**src/rtl/instr_fetch.sv**
```systemverilog
// Instruction fetch unit: reads the program ROM one byte per cycle, joins
// two-byte instructions (LDI8, JMP) into opcode + imm8, resolves JMP locally,
// stops at HLT and presents whole instructions to the decoder.
//
// Decoder handshake: instr_valid is high only in ISSUE. The payload
// (instr_opcode, instr_imm, instr_has_imm, instr_pc) is held stable while
// valid is high. A transfer happens on a rising edge where instr_valid and
// instr_ready are both high. instr_ready is ignored in every other state.
module instr_fetch #(
  parameter int          ADDR_W   = 4,
  parameter int          DATA_W   = 8,
  parameter logic [3:0]  NIB_LDI8 = 4'hB,
  parameter logic [3:0]  NIB_JMP  = 4'hC,
  parameter logic [3:0]  NIB_HLT  = 4'hF
) (
  input  logic              clk,
  input  logic              rst,
  output logic [ADDR_W-1:0] rom_addr,
  output logic              rom_read_en,
  input  logic [DATA_W-1:0] rom_data,
  output logic              instr_valid,
  input  logic              instr_ready,
  output logic [DATA_W-1:0] instr_opcode,
  output logic [DATA_W-1:0] instr_imm,
  output logic              instr_has_imm,
  output logic [ADDR_W-1:0] instr_pc,
  output logic              halted
);

  typedef enum logic [1:0] {
    FETCH_OP  = 2'd0,
    FETCH_IMM = 2'd1,
    ISSUE     = 2'd2,
    HALT      = 2'd3
  } state_t;

  state_t            state;
  state_t            state_next;
  logic [ADDR_W-1:0] pc;

  // Opcode class of the byte arriving from the ROM and of the held opcode.
  logic [3:0] rom_nib;
  logic [3:0] held_nib;
  logic       rom_two_byte;
  logic       accept;

  assign rom_nib      = rom_data[DATA_W-1:DATA_W-4];
  assign held_nib     = instr_opcode[DATA_W-1:DATA_W-4];
  assign rom_two_byte = (rom_nib == NIB_LDI8) || (rom_nib == NIB_JMP);
  assign accept       = (state == ISSUE) && instr_ready;

  // Next-state decode and ROM / handshake strobes.
  always_comb begin
    state_next  = state;
    rom_addr    = pc;
    rom_read_en = 1'b0;
    instr_valid = 1'b0;
    halted      = 1'b0;
    case (state)
      FETCH_OP: begin
        rom_read_en = 1'b1;
        state_next  = rom_two_byte ? FETCH_IMM : ISSUE;
      end
      FETCH_IMM: begin
        rom_read_en = 1'b1;
        rom_addr    = pc + ADDR_W'(1);
        state_next  = ISSUE;
      end
      ISSUE: begin
        instr_valid = 1'b1;
        if (instr_ready) begin
          state_next = (held_nib == NIB_HLT) ? HALT : FETCH_OP;
        end
      end
      HALT: begin
        halted = 1'b1;
      end
      default: begin
        state_next = FETCH_OP;
      end
    endcase
    // The ROM is never enabled while reset is being applied.
    if (rst) begin
      rom_read_en = 1'b0;
    end
  end

  // State register; reset overrides any fetch or handshake in progress.
  always_ff @(posedge clk) begin
    if (rst) begin
      state <= FETCH_OP;
    end else begin
      state <= state_next;
    end
  end

  // Program counter and instruction payload registers.
  always_ff @(posedge clk) begin
    if (rst) begin
      pc            <= '0;
      instr_opcode  <= '0;
      instr_imm     <= '0;
      instr_has_imm <= 1'b0;
      instr_pc      <= '0;
    end else begin
      case (state)
        FETCH_OP: begin
          instr_opcode  <= rom_data;
          instr_pc      <= pc;
          instr_imm     <= '0;
          instr_has_imm <= 1'b0;
        end
        FETCH_IMM: begin
          instr_imm     <= rom_data;
          instr_has_imm <= 1'b1;
        end
        ISSUE: begin
          // HLT leaves pc on its own address; only reset restarts fetch.
          if (accept && (held_nib != NIB_HLT)) begin
            if (held_nib == NIB_JMP) begin
              pc <= instr_imm[ADDR_W-1:0];
            end else begin
              pc <= pc + ADDR_W'(1) + ADDR_W'(instr_has_imm);
            end
          end
        end
        default: begin
        end
      endcase
    end
  end

endmodule
```
**config.mk**
```make
export PLATFORM = sky130hd
export DESIGN_NAME = instr_fetch
export DESIGN_NICKNAME = d
export VERILOG_FILES = /design/src/rtl/instr_fetch.sv
export SDC_FILE = /design/constraint.sdc
export NUM_CORES = 1
export LEC_CHECK = 0
export BUFFER_PORTS_ARGS = -buffer_cell sky130_fd_sc_hd__buf_2
export CORE_UTILIZATION = 42
export DETAILED_ROUTE_END_ITERATION = 16
export HOLD_SLACK_MARGIN = 0.1
export PLACE_DENSITY = 0.67
export SKIP_LAST_GASP = 1
export SLEW_MARGIN = 25
export SYNTH_ARGS = -nofsm -noshare
export SYNTH_HDL_FRONTEND = slang
export SYNTH_SLANG_ARGS = --single-unit
```
**constraint.sdc**
```tcl
create_clock -name clk -period 3.6 [get_ports clk]
set_clock_uncertainty 0.2 [all_clocks]
set_input_delay 0.54 -clock clk [delete_from_list [all_inputs] [get_ports clk]]
set_output_delay 0.54 -clock clk [all_outputs]
set_load 0.005 [all_outputs]
```
After elaboration in Yosys (flattened, before gate mapping)
Cells that the tools add are included.
{ "op_classes": {"addsub": 2, "n_eq_ne": 9, "muxes": 12, "n_reduce_logical": 9} }
{ "ops": {"columns": ["cell", "n"], "rows": [
  ["4-bit == test (second input constant)", 4],
  ["8-bit one-hot mux with 2 select lines", 1],
  ["4-bit two-way mux", 2],
  ["2-bit two-way mux", 3],
  ["2-bit one-hot mux with 3 select lines", 1],
  ["4-bit by 1-bit adder with 4-bit output", 1],
  ["4-bit by 1-bit adder with 4-bit output (second input constant)", 1],
  ["2-bit == test (second input constant)", 2],
  ["1-bit two-way mux", 4],
  ["4-bit != test (second input constant)", 1],
  ["2-bit AND reduction", 2],
  ["3-bit nonzero test", 1],
  ["2-bit by 1-bit == test with 1-bit output (second input constant)", 1],
  ["1-bit logical AND", 2],
  ["2-bit logical NOT", 1],
  ["2-bit != test (second input constant)", 1],
  ["1-bit one-hot mux with 2 select lines", 1],
  ["2-bit nonzero test", 1],
  ["2-bit OR reduction", 1],
  ["1-bit logical OR", 1]
]} }
{ "totals": {"regBits": 27, "inputBits": 11, "word_cells": 38} }

Logic depth before layout (Yosys ltp)
Gate-level depths: netlist of run 1.
{ "depth": {"ltp_word": 4, "mapped_depth": 7, "mapped_depth_nobuf": 7} }

Least setup slack after synthesis of run 1
Ideal clock, no wire load.
{ "synth_timing": {"kind": "register -> output", "startpoint": "register state[1]", "endpoint": "output port rom_addr[3]", "t_arrival_ns": 1.196, "t_required_ns": 2.860, "setup_slack_ns": 1.664, "path_stages_with_launch": 6, "cell_sequence": "dfxtp_1 > inv_1 > ha_1 > clkbuf_1 > nand4_1 > xnor2_1"} }
{ "synth_between": {"elab_chain_cells": 2} }
{ "synth_rtl": {"columns": ["element", "line_no", "source"], "rows": [
  ["start, declared", "37", "state_t state;"],
  ["start signal, assigned", "93", "state <= state_next;"],
  ["2-bit by 1-bit == test with 1-bit output", "59", "case (state)"],
  ["4-bit two-way mux", "59", null],
  ["end, declared", "18", "output logic [ADDR_W-1:0] rom_addr,"]
]} }
No other way between the ends.

Worst setup path in the final report of run 1
{ "layout_timing": {"startpoint": "register state[1]", "endpoint": "output port rom_addr[1]"} }
Same word-level chain as after synthesis.

==> summary.md, run 1 <==
| Metric | Value |
|---|---|
| Crit-path max FO | 22 |
| WL/cell | approximately 12 um |
| Startpoint Class | register |
| Clk Latency, worst-skew pair | 0.32 ns |
| Vias in the first global route | 1023 |
| Area of placed instances | around 1600 sq um |
| Syn Inst Count | 149 |
| Area grow syn2layout | 17.24% |
| Most area-consuming cells after synthesis | dfxtp_1 40%, mux2i_1 10%, nor2_1 8.1% |
| Final Hold Viols | 0 |
| Slowest stage cell, crit path | ha_1 |
| DRC | 0 |
| Post_cts resized | 0 |
| Post-DRT Antenna Nets | 0 |
| FILL cells | around 310 |
| Post-route cell area | 1583 sq um |
| Initial Utilization | 44.22% |
| DRT iter0 DRCs | 37 |
| Remaining Overflow, GRT | 0 |
| Final setup fails | 0 |
| Max-slew violation count | 0 |
| Crit path cell chain | inv_1 > ha_1 > mux2_2 > buf_2 |
| Wl on met1 | 1339 um |
| GRT Total Usage | between 15 and 20% |
| Global-route wire length before repair | 4588 um |
| Flops & latches, synth | 27 |
| Pre-Repair DR Iteration Count | 4 |
| Die X | 58.70 um |
| Share of layout cells above drive strength 1 | between 20% and 30% |
| Period utilisation layout | about 76% |
| # IOs | 39 |
| Top layer in use | met4 |
| Routability cong. | between 0.8 and 0.9 |
| Core footprint | 3053 sq um |
| Die height | 58.70 um |
| Vias | 1119 |
| Core Util, Final | between 50 and 60% |
| CTS buffer count | 3 |
| FFs w/ async S/R, synth | 0% |
| Clock root cell | clkbuf_4 |
| Largest net degree at the start of global routing | 31 |
| Hold crit path type | in2reg |
| PD cells | 542.0 nW/um^2 |
| Ys Warns | 0 |
| Crit Path Class | reg2out |
| Worst-path clk slew | 0.14 ns |
| Ys flop type | dfxtp_1 |
| CTS tree | built |
| Unique masters post-synth | 35 |
| Port Buffers | 38 |
| Routed WL | roughly 2800 um |
| Number of synthesized flops with an enable pin | 0 |
| RSZ-0062 raised after global routing | false |
| MaxCap Viol Count | 0 |
| Site Rows | 20 |
| Area share of the largest cell type after synthesis | 40.04% |
| CP Capture Type | primary output |
| Buf/Inv on CP | 2 |
| Largest area contributor in the netlist | dfxtp_1 |
| Inserted Diodes | 0 |
| WP data arrival | 1.98 ns |
| Worst path max stage delay | around 0.65 ns |
| Rel. slew slack | 50.23% |
| Worst hold stages | 3 |
| Critical path depth | 4 |
| Die area | 3445 sq um |
| VDD IR max | 0.2555 mV |
| Postcts setup bufs | 0 |
| FF+latch area | 540.5 sq um |
| Leak pwr | 0.7616 nW |
| Accumulated negative setup slack | 0 ns |
| Delay-heaviest family, CP | adder cells |
| Worst EP required | 2.86 ns |
| Worst Tran Pin Value | 0.7465 ns |
| Nets@finish | between 200 and 250 |
| CTS H-Tree Depth | 1 |
| Hold_buf cts | 0 |
| Status | complete, no violations |
| Sequential share of the synthesized area | 40.04% |
| Area of the multi-input gates | 737.0 sq um |
| HPWL after detailed placement | 2026 um |
| Syn avg cell area | about 9.1 sq um |
| Syn nets | 168 |
| Post-route minimum period | between 2 and 3 ns |
| WL met2 | 1318 um |
| Drt via density | 4.951 |
| WL met3 | 129 um |
| Fmax | 367.4 MHz |
| Worst r2r path cells | 4 |
| Initial antenna violation count | 0 |
| Mapped cell area | 1350 sq um |
| CTS max path bufs | 2 |
| Tot Pwr | 0.8579 mW |
| Sink Count | 27 |
==> cells in the mapped netlist, types with 2 or more instances <==
| cell type | n |
|---|---|
| inv_1 | 7 |
| xnor2_1 | 3 |
| nand3b_1 | 2 |
| nand2_1 | 3 |
| dfxtp_1 | 27 |
| mux2_2 | 2 |
| mux2i_1 | 14 |
| nand3_1 | 2 |
| o21ai_0 | 2 |
| a21oi_1 | 11 |
| nand4_1 | 2 |
| ha_1 | 8 |
| nor2_1 | 29 |
| nor3b_1 | 8 |
| a211oi_1 | 2 |
| clkbuf_1 | 7 |
| xor2_1 | 2 |
==> cell type report <==
type / instances / share of cell area [%]
inverters: 7 / 1.660
multi-input cells: 105 / 46.56
flip-flops and latches: 27 / 34.15
well taps: 44 / 3.478
repair buffers: 39 / 12.49
clock buffers: 4 / 1.660
==> final timing paths <==
kind                         from               to  slack (ns)
hold reg to reg   instr_opcode[0]  instr_opcode[0]        0.31
setup / recovery         state[1]      rom_addr[1]        0.88
setup reg to reg         state[1]         state[1]        1.70
hold / removal        rom_data[1]     instr_imm[1]        0.25
==> cell families (layout without fill, tap and decap cells) <==
kind of cell,Yosys count,after routing,share of synthesized area [%]
AOI/OAI and AO/OA,22,22,10.94
muxes,16,16,12.05
xor gates and xnor gates,5,5,3.244
DFF,27,27,40.04
and+or+nand+nor,54,54,20.95
adders and majority gates,8,8,7.415
buffers and inverters,17,50,5.375
==> per-stage QoR <==
stage          hold slack, ns  cells  worst slack, ns
6_report               0.2540    226           0.8784
5_1_grt                0.2624    226           0.6933
4_1_cts                0.2485    226           0.8661
3_5_place_dp           0.2810    222            1.246
3_3_place_gp           0.2706    222            1.301
2_1_floorplan          0.2850    149            1.664
==> registers in the layout (all words and copies together), names as in the netlist <==
| register | count |
|---|---|
| instr_has_imm | 1 |
| instr_imm | 8 |
| instr_opcode | 8 |
| instr_pc | 4 |
| pc | 4 |
| state | 2 |
==> worst min-delay path: stages <==
cell	delay [ns]
buf_2	0.09
a21oi_1	0.05
nor2_1	0.07
==> layout by cell type, fill, tap and decap left out, types with 2 or more instances in the layout <==
master | synthesis | routed
buf_2 | 1 | 38
nor2_1 | 29 | 29
dfxtp_1 | 27 | 27
mux2i_1 | 14 | 14
a21oi_1 | 11 | 11
nor3b_1 | 8 | 8
ha_1 | 8 | 8
inv_1 | 7 | 7
nand2_1 | 3 | 3
xnor2_1 | 3 | 3
clkbuf_4 | 0 | 3
mux2_2 | 2 | 2
xor2_1 | 2 | 2
nand4_1 | 2 | 2
nand3b_1 | 2 | 2
nand3_1 | 2 | 2
o21ai_0 | 2 | 2
a211oi_1 | 2 | 2
==> report_power, final <==
| group | leakage [nW] | internal [mW] | switching, mW |
|---|---|---|---|
| sequential | 0.220 | 0.343 | 0.0394 |
| combinational | 0.526 | 0.159 | 0.186 |
| clock | 0.0150 | 0.0433 | 0.0871 |
| total | 0.762 | 0.546 | 0.312 |
==> routing by layer <==
layer / track usage, % / vias up
met5: 0 / -
met4: 7.143 / 0
met2: 29.56 / 33
met1: 22.62 / 508
met3: 1.978 / 2
li1: - / 576
No activity file was read; power rests on OpenSTA's default activity.
==> run 2: changes to the inputs <==
PLACE_DENSITY = 0.69   (was 0.67)
clock period = 2.5 ns   (was 3.6 ns; I/O delays follow)
==> run 2 against run 1 <==
  * Flip-flop and latch count stayed put
  * Via count grew 3.3%
  * Critical path depth rose by 2
  * First-iteration DRC count grew 41%
  * Count of clock-buffer cells in the layout decreased by 1
  * Register-to-register slack worse by 1.1 ns
  * Global-route usage shrank 0.63 points
  * Sequential power rose by 44%
  * Hold slack got worse by 0.14 ns
  * Largest power group unchanged
  * Highest routed layer unchanged
==> summary.md, run 2 (synthesis results as in run 1) <==
| Metric | Value |
|---|---|
| Worst Tran Pin Value | 0.5041 ns (-0.2424 ns) |
| Startpoint Class | register |
| Initial Utilization | 44.22% (unchanged) |
| Die height | 58.70 um (unchanged) |
| Routability cong. | 0.7681 (-4.0%) |
| Hold crit path type | in2reg |
| Clock root cell | clkbuf_4 |
| Rel. slew slack | 66.40% (+16 points) |
| Most frequent cells in the layout | 38 x buf_2, 29 x nor2_1, 27 x dfxtp_1 |
| Critical Path Source | state[1] |
| Initial antenna violation count | 0 (unchanged) |
| Vias in the first global route | 1022 (-0.098%) |
| Min-delay src | rom_data[3] |
| Postcts setup bufs | 0 (unchanged) |
| Routed WL | 2782 um (-0.71%) |
| Commonest non-fill, non-tap cell in the layout | buf_2 |
| FF+latch area | 540.5 sq um (unchanged) |
| Top cell by count, worst path | nor2_1 |
| MaxCap Viol Count | 0 (unchanged) |
| VDD IR max | 0.3634 mV (+42%) |
| Site Rows | 20 (unchanged) |
| M2 GR Usage | 29.06% (-0.49 points) |
| Reg2reg end | pc[2] |
| Worst EP required | 1.92 ns (-0.94 ns) |
| GRT busiest layer | met2 |
| CTS max path bufs | 2 (unchanged) |
| Worst-path clk slew | 0.15 ns (about the same) |
| Crit Path Class | reg2out |
| Final Hold Viols | 0 (unchanged) |
| Die area | 3445 sq um (unchanged) |
| WL/cell | 12.15 um (-2.0%) |
| DRC | 0 (unchanged) |
| Final setup fails | 0 (unchanged) |
| Drt via density | 5.048 (+2.0%) |
| Largest net degree at the start of global routing | 31 (unchanged) |
| Clk Latency, worst-skew pair | 0.31 ns (about the same) |
| Worst path max stage delay | 0.42 ns (-0.23 ns) |
| Inserted Diodes | 0 (unchanged) |
| R2r setup slk | 0.64 ns (-1.06 ns) |
| PD cells | 764.8 nW/um^2 (+41%) |
| Leak pwr | 0.7764 nW (+1.9%) |
| Grt met3 use | 1.978% (unchanged) |
| Core footprint | 3053 sq um (unchanged) |
| Vias | 1156 (+3.3%) |
| Hold path endpoint | instr_imm[3] |
| Nets@finish | 205 (+1.5%) |
| CTS H-Tree Depth | 1 (unchanged) |
| Met1 Track Usage GR | 22.40% (-0.21 points) |
| # IOs | 39 (unchanged) |
| CP Capture Type | primary output |
| Slowest stage cell, crit path | dfxtp_1 |
| Period utilisation layout | 88.89% |
| GRT Total Usage | 16.81% (-0.63 points) |
| Max-slew violation count | 0 (unchanged) |
| Crit path cell chain | inv_1 > ha_2 > buf_4 > nor2_1 > nor2_1 > buf_2 |
| Fmax | between 400 and 500 MHz |
| Pre-Repair DR Iteration Count | 4 (unchanged) |
| Worst hold stages | 3 (unchanged) |
| Remaining Overflow, GRT | 0 (unchanged) |
| Share of layout cells above drive strength 1 | 27.57% (+1.2 points) |
| Post-DRT Antenna Nets | 0 (unchanged) |
| Port Buffers | 38 (unchanged) |
| Accumulated negative setup slack | 0 ns (unchanged) |
| Worst r2r path cells | 6 (+2) |
| Sink Count | 27 (unchanged) |
| Reg-to-Reg Start | pc[0] |
| HPWL after detailed placement | 2094 um (+3.3%) |
| Tot Pwr | 1.235 mW (+44%) |
| Global-route wire length before repair | 4491 um (-2.1%) |
| Die X | 58.70 um (unchanged) |
| Delay-heaviest family, CP | buffers and inverters |
| Top Registers | instr_imm: 8 flops, instr_opcode: 8 flops |
| DRT iter0 DRCs | 52 (+41%) |
| CTS tree | built |
| Status | complete, no violations |
| Buf/Inv on CP | 3 (+1) |
| RSZ-0062 raised after global routing | false |
| Area grow syn2layout | 19.56% |
| Area of the multi-input gates | 739.5 sq um (+0.34%) |
| WP data arrival | 1.65 ns (-0.33 ns) |
| Crit-path max FO | 14 (-36%) |
| Core Util, Final | 52.87% (+1.0 points) |
| Post-route minimum period | 2.222 ns |
| FILL cells | 313 (+0.32%) |
| CTS buffer count | 3 (unchanged) |
## run 2: report_power, final
group	internal, mW	switching (mW)
Sequential	0.495	0.0566
Combinational	0.236	0.265
Clock	0.0598	0.123
## run 2: tightest hold or removal path: cells and delay by family
kind	cells	cell delay, ns
AO/OA/AOI/OAI	1	0.06
buffers and inverters	1	0.09
AND/OR/NAND/NOR	1	0.07
## run 2: final cells by class
class                           count  area share [%]
Multi-Input combinational cell    105           45.81
Sequential cell                    27           33.49
Timing Repair Buffer               42           13.95
Tap cell                           44           3.411
Inverter                            7           1.628
Clock buffer                        3           1.395
Clock inverter                      1          0.3101
## run 2: worst max path at each step
stage | end | slack, ns | depth (start not counted)
2_1_floorplan | rom_addr[3] | 0.73 | 5
3_3_place_gp | rom_addr[1] | 0.55 | 4
3_5_place_dp | rom_read_en | 0.50 | 6
4_1_cts | rom_read_en | 0.12 | 6
5_1_grt | rom_read_en | 0.12 | 6
6_report | rom_read_en | 0.28 | 6
## run 2: per-layer routing
metal | wire, um | vias up
li1 | - | 584
met5 | 0 | -
met2 | 1400 | 26
met1 | 1264 | 544
met4 | 17 | 0
met3 | 100 | 2
## run 2: stage by stage
step	area, sq um	worst slack, ns	hold slack, ns	std cells
3_5_place_dp	1564	0.4994	0.2777	223
2_1_floorplan	1350	0.7289	0.2850	149
3_3_place_gp	1564	0.5537	0.2709	223
6_report	1614	0.2778	0.1102	229
5_1_grt	1614	0.1181	0.1202	229
4_1_cts	1602	0.1165	0.1032	228
## run 2: timing repair
item,in CTS,in global routing
gates resized for setup,0,1
hold buffers,1,1
hold endpoints to repair,1,1
endpoints found under the setup margin,0,3
